[config.mk]
export PLATFORM = sky130hd
export DESIGN_NAME = conv_acc_25p
export DESIGN_NICKNAME = d
export VERILOG_FILES = /design/src/rtl/conv_acc_25p_pkg.sv /design/src/rtl/add_tree_25p.sv /design/src/rtl/conv_acc_25p.sv
export SDC_FILE = /design/constraint.sdc
export NUM_CORES = 1
export LEC_CHECK = 0
export CORE_UTILIZATION = 40
export CTS_BUF_LIST = sky130_fd_sc_hd__clkbuf_8 sky130_fd_sc_hd__clkbuf_16
export CTS_CLUSTER_SIZE = 10
export DETAILED_ROUTE_END_ITERATION = 7
export SYNTH_ARGS = -nofsm -noshare
export SYNTH_HDL_FRONTEND = slang
export SYNTH_SLANG_ARGS = --single-unit
[constraint.sdc]
create_clock -name clk -period 8.44 [get_ports clk]
set_clock_uncertainty 0.05 [all_clocks]
set_input_delay 2.532 -clock clk [delete_from_list [all_inputs] [get_ports clk]]
set_output_delay 2.532 -clock clk [all_outputs]
set_load 0.02 [all_outputs]
[src/rtl/conv_acc_25p_pkg.sv]
// conv_acc_25p_pkg: shared fixed-point defaults and saturation bounds for the conv accumulator
package conv_acc_25p_pkg;
  localparam int FixWidth = 16;
  localparam int FixPoint = 8;
  localparam int AccWidth = 24;
  localparam int Lanes = 25;
  localparam int TreeDepth = 5;
  function automatic longint satHi(input int w);
    return (longint'(1) <<< (w - 1)) - 1;
  endfunction
  function automatic longint satLo(input int w);
    return -(longint'(1) <<< (w - 1));
  endfunction
endpackage

[src/rtl/add_tree_25p.sv]
// add_tree_25p: input register plus 5-level registered 25-input adder tree with a travelling valid bit
module add_tree_25p import conv_acc_25p_pkg::*; #(
  parameter int WIDTH = FixWidth,
  parameter int ACC_WIDTH = AccWidth
) (
  input  logic                        clk,
  input  logic                        rst_n,
  input  logic                        clear,
  input  logic                        in_valid,
  input  logic [WIDTH*Lanes-1:0]      inP_25P,
  output logic signed [ACC_WIDTH-1:0] sum,
  output logic                        sum_valid
);
  logic signed [ACC_WIDTH-1:0] e0 [Lanes];
  logic signed [ACC_WIDTH-1:0] s1 [13];
  logic signed [ACC_WIDTH-1:0] s2 [7];
  logic signed [ACC_WIDTH-1:0] s3 [4];
  logic signed [ACC_WIDTH-1:0] s4 [2];
  logic [TreeDepth:0] vld;
  assign sum_valid = vld[TreeDepth];
  // Capture sign-extended lanes, then halve the operand count each stage; odd leftovers pass through
  always_ff @(posedge clk or negedge rst_n)
    if (!rst_n) begin
      vld <= '0;
      sum <= '0;
      for (int i = 0; i < Lanes; i++) e0[i] <= '0;
      for (int i = 0; i < 13; i++) s1[i] <= '0;
      for (int i = 0; i < 7; i++) s2[i] <= '0;
      for (int i = 0; i < 4; i++) s3[i] <= '0;
      for (int i = 0; i < 2; i++) s4[i] <= '0;
    end else begin
      vld <= clear ? '0 : {vld[TreeDepth-1:0], in_valid};
      for (int i = 0; i < Lanes; i++) e0[i] <= ACC_WIDTH'($signed(inP_25P[WIDTH*i +: WIDTH]));
      for (int i = 0; i < 12; i++) s1[i] <= e0[2*i] + e0[2*i+1];
      s1[12] <= e0[24];
      for (int i = 0; i < 6; i++) s2[i] <= s1[2*i] + s1[2*i+1];
      s2[6] <= s1[12];
      for (int i = 0; i < 3; i++) s3[i] <= s2[2*i] + s2[2*i+1];
      s3[3] <= s2[6];
      for (int i = 0; i < 2; i++) s4[i] <= s3[2*i] + s3[2*i+1];
      sum <= s4[0] + s4[1];
    end
endmodule

[src/rtl/conv_acc_25p.sv]
// conv_acc_25p: reduces 25 products per vector, accumulates CH_NUM channels, adds bias, ReLU and saturate
module conv_acc_25p import conv_acc_25p_pkg::*; #(
  parameter int WIDTH = FixWidth,
  parameter int POINT_WIDTH = FixPoint,
  parameter int ACC_WIDTH = AccWidth,
  parameter int CH_NUM = 3,
  parameter int CNT_WIDTH = 2,
  parameter int RELU_EN = 1
) (
  input  logic                   clk,
  input  logic                   rst_n,
  input  logic                   clear,
  input  logic                   in_valid,
  input  logic [WIDTH*Lanes-1:0] inP_25P,
  input  logic [WIDTH-1:0]       bias_in,
  output logic                   out_valid,
  output logic [WIDTH-1:0]       out_data,
  output logic [CNT_WIDTH-1:0]   ch_cnt
);
  localparam logic signed [ACC_WIDTH-1:0] hiBound = ACC_WIDTH'(satHi(WIDTH));
  localparam logic signed [ACC_WIDTH-1:0] loBound = ACC_WIDTH'(satLo(WIDTH));
  if (2**CNT_WIDTH < CH_NUM || POINT_WIDTH >= WIDTH || ACC_WIDTH < WIDTH + 5 + $clog2(CH_NUM)) begin : gBadParams
    $error("conv_acc_25p: inconsistent parameters");
  end
  logic signed [ACC_WIDTH-1:0] acc, treeSum, total, clipped;
  logic treeValid, lastCh;
  logic [WIDTH-1:0] satData;
  add_tree_25p #(.WIDTH(WIDTH), .ACC_WIDTH(ACC_WIDTH)) uTree (
    .clk(clk), .rst_n(rst_n), .clear(clear), .in_valid(in_valid),
    .inP_25P(inP_25P), .sum(treeSum), .sum_valid(treeValid)
  );
  // Final pixel value: running sum plus this channel plus bias, then ReLU and clamp to WIDTH
  always_comb begin
    total = acc + treeSum + ACC_WIDTH'($signed(bias_in));
    clipped = (RELU_EN != 0 && total < 0) ? '0 : total;
    satData = clipped > hiBound ? WIDTH'(hiBound) : clipped < loBound ? WIDTH'(loBound) : clipped[WIDTH-1:0];
    lastCh = ch_cnt == CNT_WIDTH'(CH_NUM - 1);
  end
  // Channel accumulation and pixel emission; clear drops the partial sum but keeps the last pixel
  always_ff @(posedge clk or negedge rst_n)
    if (!rst_n) begin
      acc <= '0;
      ch_cnt <= '0;
      out_valid <= 1'b0;
      out_data <= '0;
    end else if (clear) begin
      acc <= '0;
      ch_cnt <= '0;
      out_valid <= 1'b0;
    end else begin
      out_valid <= treeValid && lastCh;
      if (treeValid && lastCh) begin
        out_data <= satData;
        acc <= '0;
        ch_cnt <= '0;
      end else if (treeValid) begin
        acc <= acc + treeSum;
        ch_cnt <= ch_cnt + 1'b1;
      end
    end
endmodule

==> results.md <==
- Final Hold Vio Count: 0
- PD cells: 327 nW/um^2
- Gr ovfl total: 0
- Worst r2r dst: out_data[4]
- CTS buffer count: 114
- TritonCTS clock tree: yes
- Slew of the pin with the lowest slew margin: 1.15 ns
- Vias per cell: 5.02
- Max Buffers Root-to-Sink: 3
- Initial Utilization: 40.3%
- Number of nets in the layout: 5,580
- Net count after synthesis: 5,029
- Top post-synthesis cells by count: 989 x dfrtp_1, 479 x ha_1, 262 x a21oi_1, 260 x nor2_1, 258 x xnor2_1
- Worst Hold Path Cells: 0
- Final Setup Violations: 0
- Comb pwr share: 41.5%
- Max-slew violations: 0
- Initial antenna violation count: 5
- Vias in the first global route: 31,652
- Mapped cell area: 46,800 sq um
- Slowest cell on crit path: or4_1
- Adder-Cell Fraction of Synth Area: 13.9%
- CTS root buf: clkbuf_16
- Fillers: 10,380
- Critical-path cell list: ha_1 -> nor3_1 -> nand2_1 -> a211oi_1 -> o21ai_1 -> a31oi_1 -> o21bai_1 -> a21oi_1 -> o21ai_0 -> xor2_1 -> ha_1 -> o21a_1 -> o21ai_0 -> and3b_1 -> or4_1 -> a311o_1 -> a222oi_1 -> nand4_2 -> a211oi_1 -> nor4_1
- Pin count of the biggest net entering global routing: 177
- Hold wc startpoint: uTree.s2[9]
- Synth unique cells: 76
- Worst EP required: 8.98 ns
- HPWL after detailed placement: 79,000 microns
- Clock-pin slew on the worst setup and hold paths: 0.06 ns
- Fmax: 167 MHz
- # port buffers: 438
- Crit Path Category: register to register
- Synth Area per Inst: 11.4 sq um
- Worst IR Drop VDD: 0.165 mV
- Post-synth top area cell: dfrtp_1
- Net Sw Power: 6.70 mW
- RePlAce Congestion: 0.859
- R2R depth: 20
- Post-route ant nets: 0
- Most frequent cell after synthesis: dfrtp_1
- Placed insts: 6,063
- Hold Path End: uTree.s3[9]
- Hold crit path type: register to register
- Area occupied by multi-input gates: 21,100 sq um
- Synth Warn #: 0
- Maximum fanout along the worst path: 15
- Drt first pass iters: 5
- Crit start category: register
- First-pass GRT wire length: 164,000 microns
- Clock Sinks: 989
- Die footprint: 118,000 sq um
- Cell row count: 125
- Storage element area: 24,700 sq um
- Worst path arrival time: 6.54 ns
- Status: finished, final reports clean
- Slew HR: 23.2%
- IO Pins: 439
- Mux contribution to synthesized area: 0.0642%
- Post-DR wirelength/cell: 16.4 microns
- Share of post-route cells with drive strength above 1: 4.22%
- R2R Setup Slk: 2.45 ns
- Final worst-path cycle share: 71.0%
- Core area: 116,000 sq um
- Switching Share: 36.3%
- DRC: 0
- Post_cts resized: 0
- Synth async-reset ratio: 100%
- Setup TNS: 0 ns
- Die extent in x: 344 microns
- Non-Filler Instances: 6,220
- Post-CTS Hold Buffers: 0
- Share of total power in sequential cells: 34.6%
- Synth Area in Compound Gates: 13.1%
- Via Count: 31,205
- Synth Instances: 4,104
- Top area cells in the synthesized netlist: dfrtp_1 53%, ha_1 13%, xnor2_1 4.8%
- EDFF count, synth: 0
- Worst skew pair latency: 0.72 ns
- Area grow syn2layout: 20.7%
- RSZ-0062 raised after global routing: no
- CP peak stage delay: 0.52 ns
- Seq/Total Area, Yosys: 52.9%
- Largest family of logic cells by synthesized area: adder cells
- Gr usage total: 17.5%
- WP buf/inv: 0
- Dominant synthesized flop cell: dfrtp_1
- Flops & latches, synth: 989
- # H-tree levels: 3
- Synth Area in XOR/XNOR: 6.57%
- Max-cap violations: 0
- Routed WL: 102,000 microns
- Die height: 344 microns
- Clock power frac: 23.9%
- Reg2Reg Launch Point: acc[6]
- Tmin final: 5.99 ns
- Int Power: 11.8 mW
- Leakage: 25.7 nW
- Synth top area share: 52.9%
- Largest delay contributor family on the critical path: compound AO/OA/AOI/OAI gates
- Total setup buffers inserted after CTS: 0
- Setup crit end kind: register
- Simple-gate share of the synthesized area: 11.4%
- Initial drt markers: 1,460
registers in the layout, summed over array words and instances (netlist names):
name and flops:
uTree.e0 400, uTree.s1 220, uTree.s2 160, uTree.s3 88
uTree.s4 48, acc 24, uTree.sum 24, out_data 16
uTree.vld 6, ch_cnt 2, out_valid 1
layout make-up:
| class | instances | area share, % |
|---|---|---|
| antenna | 3 | 0.0133 |
| clock buffer | 127 | 5.37 |
| clock inverter | 27 | 0.450 |
| inverter | 227 | 1.51 |
| multi-input combinational | 2870 | 37.4 |
| sequential | 989 | 43.9 |
| tap | 1524 | 3.38 |
| timing repair buffer | 453 | 8.07 |
cells in the final DEF, fill, tap and decap left out, drive strengths merged, types with 12 or more instances in the layout:
| cell | n |
|---|---|
| a2111oi | 27 |
| clkdlybuf4s50 | 437 |
| dfrtp | 989 |
| nand3 | 103 |
| inv | 242 |
| nor2 | 260 |
| a31oi | 19 |
| xnor2 | 258 |
| o211ai | 17 |
| or2 | 12 |
| a211oi | 61 |
| ha | 479 |
| o21a | 54 |
| a22o | 20 |
| nand2b | 42 |
| clkbuf | 127 |
| a21oi | 262 |
| a21o | 82 |
| fa | 26 |
| nor4 | 21 |
| nor2b | 75 |
| nor3 | 117 |
| or3 | 69 |
| o21ai | 218 |
| o21bai | 34 |
| xor2 | 93 |
| nand2 | 222 |
| a41oi | 15 |
| o31ai | 21 |
| and3 | 52 |
| o41ai | 12 |
| buf | 16 |
| and2 | 42 |
| nand3b | 16 |
worst max-delay path by stage:
stage                      from           end  slack, ns  depth (start not counted)
finish                   acc[6]   out_data[4]       2.45                         20
global route             acc[5]  out_data[12]       1.95                         20
CTS                      acc[6]  out_data[13]       2.45                         20
detailed placement  bias_in[15]  out_data[13]       1.84                         11
global placement    bias_in[15]   out_data[4]       1.75                         11
floorplan            bias_in[0]  out_data[10]       3.31                         13
cells by family (layout without fill, tap and decap cells):
family	Yosys count	after routing
AO/OA/AOI/OAI	948	948
XOR/XNOR	351	351
adder cells (fa/ha/maj)	505	505
buffers and inverters	245	834
flip-flops	989	989
multiplexers	3	3
other	0	3
AND/OR/NAND/NOR	1063	1063
worst register-to-register path, stage by stage (launching register included):
cell	delay [ns]
dfrtp_1	0.38
ha_1	0.23
nor3_1	0.37
nand2_1	0.09
a211oi_1	0.44
o21ai_1	0.17
a31oi_1	0.38
o21bai_1	0.12
a21oi_1	0.33
o21ai_0	0.17
xor2_1	0.18
ha_1	0.44
o21a_1	0.21
o21ai_0	0.07
and3b_1	0.18
or4_1	0.52
a311o_1	0.29
a222oi_1	0.32
nand4_2	0.47
a211oi_1	0.40
nor4_1	0.07
layer usage:
layer  global-route usage (%)  share of wire, %  vias to the layer above  wire length, microns
li1                         -                 -                    15663                     -
met1                     23.5                46                    14886                 47100
met2                     29.0                48                      517                 49000
met3                     2.78               3.9                      135                  3950
met4                     5.33               2.1                        4                  2190
met5                        0             0.019                        -                    19
power by group through the flow:
stage | sequential (mW) | clock [mW] | combinational, mW
floorplan | 6.15 | 0 | 5.85
global placement | 6.48 | 0 | 7.63
detailed placement | 6.49 | 0 | 7.69
CTS | 6.42 | 4.57 | 7.74
global route | 6.48 | 4.76 | 8.70
finish | 6.39 | 4.42 | 7.67
stage by stage:
stage / util [%] / setup WS [ns] / power, mW / instance area (sq um) / hold slack [ns]
6_report: 48.6 / 2.45 / 18.5 / 56400 / 0.286
5_1_grt: 48.6 / 1.95 / 19.9 / 56400 / 0.301
4_1_cts: 48.6 / 2.45 / 18.7 / 56400 / 0.294
2_1_floorplan: - / 3.31 / 12.0 / 46800 / 0.281
3_5_place_dp: 45.8 / 1.84 / 14.2 / 53100 / 0.285
3_3_place_gp: 45.8 / 1.75 / 14.1 / 53100 / 0.281
(Power assumes the default switching activity.)
